`config.mk`:
```
export PLATFORM = sky130hd
export DESIGN_NAME = network_stream_adapter
export DESIGN_NICKNAME = d
export VERILOG_FILES = /design/src/rtl/network_stream_adapter.sv
export SDC_FILE = /design/constraint.sdc
export NUM_CORES = 1
export LEC_CHECK = 0
export ABC_AREA = 1
export BUFFER_PORTS_ARGS = -buffer_cell sky130_fd_sc_hd__buf_2
export CAP_MARGIN = 30
export CORE_UTILIZATION = 32
export DETAILED_ROUTE_END_ITERATION = 10
export GPL_TIMING_DRIVEN = 0
export PLACE_DENSITY = 0.53
export SYNTH_ARGS = -nofsm -noshare
export SYNTH_HDL_FRONTEND = slang
export SYNTH_SLANG_ARGS = --single-unit
```
`constraint.sdc`:
```
create_clock -name clk -period 9.9 [get_ports clk]
set_input_delay 0.99 -clock clk [delete_from_list [all_inputs] [get_ports clk]]
set_output_delay 0.99 -clock clk [all_outputs]
set_load 0.03 [all_outputs]
```
`src/rtl/network_stream_adapter.sv`:
```
// network_stream_adapter: valid/ready front/back end for the network core.
// An input FIFO feeds one sample at a time onto net_inp. The register advances
// only on a rising edge of net_out_v, which marks a completed network pass.
// Each result is captured into an output FIFO that drains to a valid/ready sink.
// Optional build macro NETWORK_STREAM_ADAPTER_STATS_EN adds saturating
// sample/underrun/overflow counters.
module network_stream_adapter #(
    parameter int W         = 16,
    parameter int IN_DEPTH  = 4,
    parameter int OUT_DEPTH = 4
) (
    input  logic         clk,
    input  logic         rst,
    input  logic [W-1:0] s_data,
    input  logic         s_valid,
    output logic         s_ready,
    output logic [W-1:0] net_inp,
    input  logic [W-1:0] net_out_d0,
    input  logic [W-1:0] net_out_d1,
    input  logic [W-1:0] net_out_d2,
    input  logic [W-1:0] net_out_d3,
    input  logic         net_out_v,
    output logic [W-1:0] m_d0,
    output logic [W-1:0] m_d1,
    output logic [W-1:0] m_d2,
    output logic [W-1:0] m_d3,
    output logic         m_valid,
    input  logic         m_ready,
    output logic         underrun,
`ifdef NETWORK_STREAM_ADAPTER_STATS_EN
    output logic [15:0]  stat_samples,
    output logic [15:0]  stat_underruns,
    output logic [15:0]  stat_overflows,
`endif
    output logic         overflow
);
    // state | meaning
    // PRIME | first pass after reset runs on zero input; its result is discarded
    // RUN   | every pass result is captured into the output FIFO
    typedef enum logic {PRIME = 1'b0, RUN = 1'b1} state_t;

    localparam int IAW = $clog2(IN_DEPTH);
    localparam int OAW = $clog2(OUT_DEPTH);
    localparam logic [IAW:0] I_ONE = (IAW + 1)'(1);
    localparam logic [OAW:0] O_ONE = (OAW + 1)'(1);

    state_t         r_state, w_state_nxt;
    logic           r_out_v_q;
    logic           w_ev, w_capture;

    logic [W-1:0]   r_in_mem [IN_DEPTH];
    logic [IAW:0]   r_in_wp, r_in_rp;
    logic           w_in_full, w_in_empty, w_in_push, w_in_pop;

    logic [4*W-1:0] r_out_mem [OUT_DEPTH];
    logic [OAW:0]   r_out_wp, r_out_rp;
    logic           w_out_full, w_out_empty, w_out_push, w_out_pop;
    logic [4*W-1:0] w_out_head;

    assign w_ev       = net_out_v && !r_out_v_q;

    assign w_in_empty = (r_in_wp == r_in_rp);
    assign w_in_full  = (r_in_wp[IAW] != r_in_rp[IAW]) &&
                        (r_in_wp[IAW-1:0] == r_in_rp[IAW-1:0]);
    assign s_ready    = !w_in_full;
    assign w_in_push  = s_valid && !w_in_full;
    assign w_in_pop   = w_ev && !w_in_empty;

    assign w_out_empty = (r_out_wp == r_out_rp);
    assign w_out_full  = (r_out_wp[OAW] != r_out_rp[OAW]) &&
                         (r_out_wp[OAW-1:0] == r_out_rp[OAW-1:0]);
    assign m_valid     = !w_out_empty;
    assign w_out_pop   = m_valid && m_ready;
    // A full FIFO still accepts a result when the sink frees a slot this cycle.
    assign w_out_push  = w_capture && (!w_out_full || w_out_pop);
    assign w_out_head  = r_out_mem[r_out_rp[OAW-1:0]];
    assign {m_d0, m_d1, m_d2, m_d3} = w_out_head;

    // State register and net_out_v edge detector.
    always_ff @(posedge clk or posedge rst) begin
        if (rst) begin
            r_state   <= PRIME;
            r_out_v_q <= 1'b0;
        end else begin
            r_state   <= w_state_nxt;
            r_out_v_q <= net_out_v;
        end
    end

    // Next-state logic; capture only happens for passes after priming.
    always_comb begin
        w_state_nxt = r_state;
        w_capture   = 1'b0;
        case (r_state)
            PRIME:   if (w_ev) w_state_nxt = RUN;
            RUN:     w_capture = w_ev;
            default: w_state_nxt = PRIME;
        endcase
    end

    // Input FIFO storage; contents need no reset since pointers gate reads.
    always_ff @(posedge clk) begin
        if (w_in_push) r_in_mem[r_in_wp[IAW-1:0]] <= s_data;
    end

    // Input FIFO pointers, net_inp advance and underrun pulse.
    always_ff @(posedge clk or posedge rst) begin
        if (rst) begin
            r_in_wp  <= '0;
            r_in_rp  <= '0;
            net_inp  <= '0;
            underrun <= 1'b0;
        end else begin
            underrun <= 1'b0;
            if (w_in_push) r_in_wp <= r_in_wp + I_ONE;
            if (w_ev) begin
                if (w_in_empty) begin
                    net_inp  <= '0;
                    underrun <= 1'b1;
                end else begin
                    net_inp <= r_in_mem[r_in_rp[IAW-1:0]];
                    r_in_rp <= r_in_rp + I_ONE;
                end
            end
        end
    end

    // Output FIFO; storage is reset so m_d* read zero out of reset.
    always_ff @(posedge clk or posedge rst) begin
        if (rst) begin
            r_out_wp <= '0;
            r_out_rp <= '0;
            overflow <= 1'b0;
            for (int i = 0; i < OUT_DEPTH; i++) r_out_mem[i] <= '0;
        end else begin
            overflow <= w_capture && w_out_full && !w_out_pop;
            if (w_out_push) begin
                r_out_mem[r_out_wp[OAW-1:0]] <= {net_out_d0, net_out_d1, net_out_d2, net_out_d3};
                r_out_wp <= r_out_wp + O_ONE;
            end
            if (w_out_pop) r_out_rp <= r_out_rp + O_ONE;
        end
    end

`ifdef NETWORK_STREAM_ADAPTER_STATS_EN
    // Saturating event counters.
    always_ff @(posedge clk or posedge rst) begin
        if (rst) begin
            stat_samples   <= '0;
            stat_underruns <= '0;
            stat_overflows <= '0;
        end else begin
            if (w_capture && stat_samples != 16'hFFFF) stat_samples <= stat_samples + 16'd1;
            if (underrun && stat_underruns != 16'hFFFF) stat_underruns <= stat_underruns + 16'd1;
            if (overflow && stat_overflows != 16'hFFFF) stat_overflows <= stat_overflows + 16'd1;
        end
    end
`endif

endmodule

```
==> reports/qor.txt <==
R2R cell count = 6
Critical path arrival = 3.09 ns
Hold Crit Class = flop to flop
Top Ports = 169
Clock power frac = 22.1%
Clock sinks = 352
Setup Buffers After CTS = 0
Top post-synthesis cells by area = dfrtp_1 (44%), nand2_1 (15%), edfxtp_1 (12%)
P&R area growth vs syn = 19.9%
Die Span Y = 227 um
Largest net degree at the start of global routing = 120
Comb power frac = 44.9%
Ys flop type = dfrtp_1
Multi-input gate area = 6160 um^2
Placeable Area = 50,100 um^2
Async SR Flop Fraction = 81.8%
RSZ-0062 raised after global routing = false
Sequential Area = 9130 um^2
IR drop worst, VDD = 0.136 mV
# setup viols final = 0
Net Count, Synth = 1,947
# H-tree levels = 2
Total gr overflow = 0
Die W = 227 um
Critical path launch point type = flop
Nets = 2,165
CTS Buf Count = 42
R2r endpoint = r_out_mem[255]
Post-synth top cells = nand2_1 (646), dfrtp_1 (288), nand4_1 (257)
Hold Buf Count CTS = 0
Cell Pwr Density = 369 nW/um^2
Clock Path Buffers = 3
Count of cell types in the netlist = 23
Hold Crit Start = r_out_mem[141]
Period utilization = 41.2%
Max-cap check violation count = 0
Root Buffer = clkbuf_16
Starting Density = 32.4%
Drt via density = 5.20
Cell Area, Placed = 18,000 um^2
Slew margin rel. = 39.4%
Crit Path Max Fanout = 10
Status = finished, final reports clean
Antenna Nets Post-Route = 0
Wire per inst = 19.8 um
Fillers = 5,218
CTS tree = done
Post-synthesis sequential area ratio = 56.2%
CP endpoint kind = output pin
Cell Area, Synth = 16,200 um^2
Int Pwr = 3.93 mW
Net Sw Power = 3.26 mW
Gpl congestion = 0.840
Final hold vios = 0
Synth top area share = 44.4%
Number of synthesized flops with an enable pin = 64
Die area = 51,700 um^2
Hold depth = 2
Final design utilization = 38.9%
All-Layer GR Usage = 21.5%
Layout Cell Area excl Fill = 19,500 um^2
WS Path Type = flop to output pin
Worst-Margin Slew = 0.909 ns
Hold EP = r_out_mem[141]
Skew-Pair Late Insertion Delay = 0.58 ns
R2R Path Start = r_out_wp[0]
Drt total wl = 55,100 um
FP Rows = 82
Sequential share of power = 33.1%
First-pass DRT Iterations = 6
Clk_skew = 0.0277 ns
Slew Viols, Final = 0
Switching Fraction = 45.3%
DRC viols = 0
Total negative slack = 0 ns
Count leader, synth = nand2_1
FF-to-FF setup slack = 7.43 ns
Port Buffer Count = 168
Vias = 14,439
CP required = 8.91 ns
Lkg Pwr = 9.35 nW
Drt initial violations = 1,331
Layout cells sized above 1 = 15.1%
First-pass GRT wire length = 84,200 um
Leading area contributor after synthesis = dfrtp_1
Post-synthesis cell count = 1,852
Fmax = 245 MHz
Resize count post-CTS = 0
#FFs+latches synth = 352
Clock transition at path regs = 0.06 ns
Initial antenna violation count = 5
Synth warn = 0
Tmin final = 4.08 ns
Avg Inst Size Synth = 8.77 um^2
Number of global-route vias before repair = 14,134
Final HPWL DP = 37,700 um
per-layer routing:
| metal | track usage [%] | part of all wire (%) | up-vias |
|---|---|---|---|
| li1 | - | - | 6815 |
| met1 | 29.1 | 45 | 7107 |
| met2 | 34.9 | 47 | 433 |
| met3 | 3.64 | 5.6 | 80 |
| met4 | 6.75 | 2.2 | 4 |
| met5 | 0 | 0.047 | - |
critical path, stage by stage, from the launching register on:
cell      delay, ns
dfrtp_1        0.49
clkbuf_1       0.72
clkbuf_1       0.53
o21ai_0        0.16
o22ai_1        0.33
buf_2          0.27
cell type report:
class / instances / share of cell area [%]
sequential: 352 / 46.9
multi-input combinational: 1315 / 31.6
clock buffer: 61 / 6.44
timing repair buffer: 174 / 4.87
buffer: 166 / 4.56
tap: 672 / 4.32
clock inverter: 14 / 0.861
inverter: 19 / 0.405
antenna: 3 / 0.0385
power by group through the flow:
stage | Combinational (mW) | Clock (mW) | Sequential, mW
finish | 3.22 | 1.58 | 2.37
detailed placement | 3.25 | 0 | 2.39
floorplan | 2.11 | 0 | 2.37
global route | 3.56 | 1.67 | 2.44
global placement | 3.19 | 0 | 2.38
CTS | 3.25 | 1.61 | 2.37
placed cells by master (no fill, tap or decap), drive strengths merged, types with 2 or more instances in the layout:
cell,count
xor2,2
xnor2,4
nor2,136
dfrtp,288
clkbuf,153
clkinv,10
o22ai,64
nand3,48
nand2,647
diode,3
nand4,257
edfxtp,64
bufinv,3
ha,10
buf,248
inv,19
o21ai,145
sequential cells by signal (all words and copies together) (netlist names):
register   cells
r_out_mem    256
r_in_mem      64
net_inp       16
r_in_rp        3
r_in_wp        3
r_out_rp       3
r_out_wp       3
overflow       1
r_out_v_q      1
r_state        1
underrun       1
worst max path at each step:
stage,start,to,slack (ns),cells after the start
final,r_out_rp[0],m_d0[6],5.82,5
after global routing,r_out_rp[0],m_d0[6],5.67,6
after CTS,r_out_rp[0],m_d0[6],5.77,5
after detailed placement,r_out_rp[0],m_d0[6],6.40,5
after global placement,rst,r_out_mem[88],-2.97,2
after floorplan,rst,net_inp[0],0.96,1
cells by family after synthesis:
family          Yosys count  synth area share [%]
compound gates          209                  6.93
xor+xnor                  6                 0.324
fa+ha+maj                10                 0.770
buf+inv                 185                  5.90
flops                   352                  56.2
simple gates           1090                  29.9
through the flow:
step,instances,total power [mW],setup WS (ns),hold WS (ns)
3_3_place_gp,2692,5.57,-2.97,0.448
6_report,2776,7.18,5.82,0.461
5_1_grt,2775,7.66,5.67,0.480
3_5_place_dp,2698,5.64,6.40,0.453
2_1_floorplan,1852,4.48,0.961,0.437
4_1_cts,2773,7.23,5.77,0.467
Note: power is estimated with default switching activity, not from simulation.
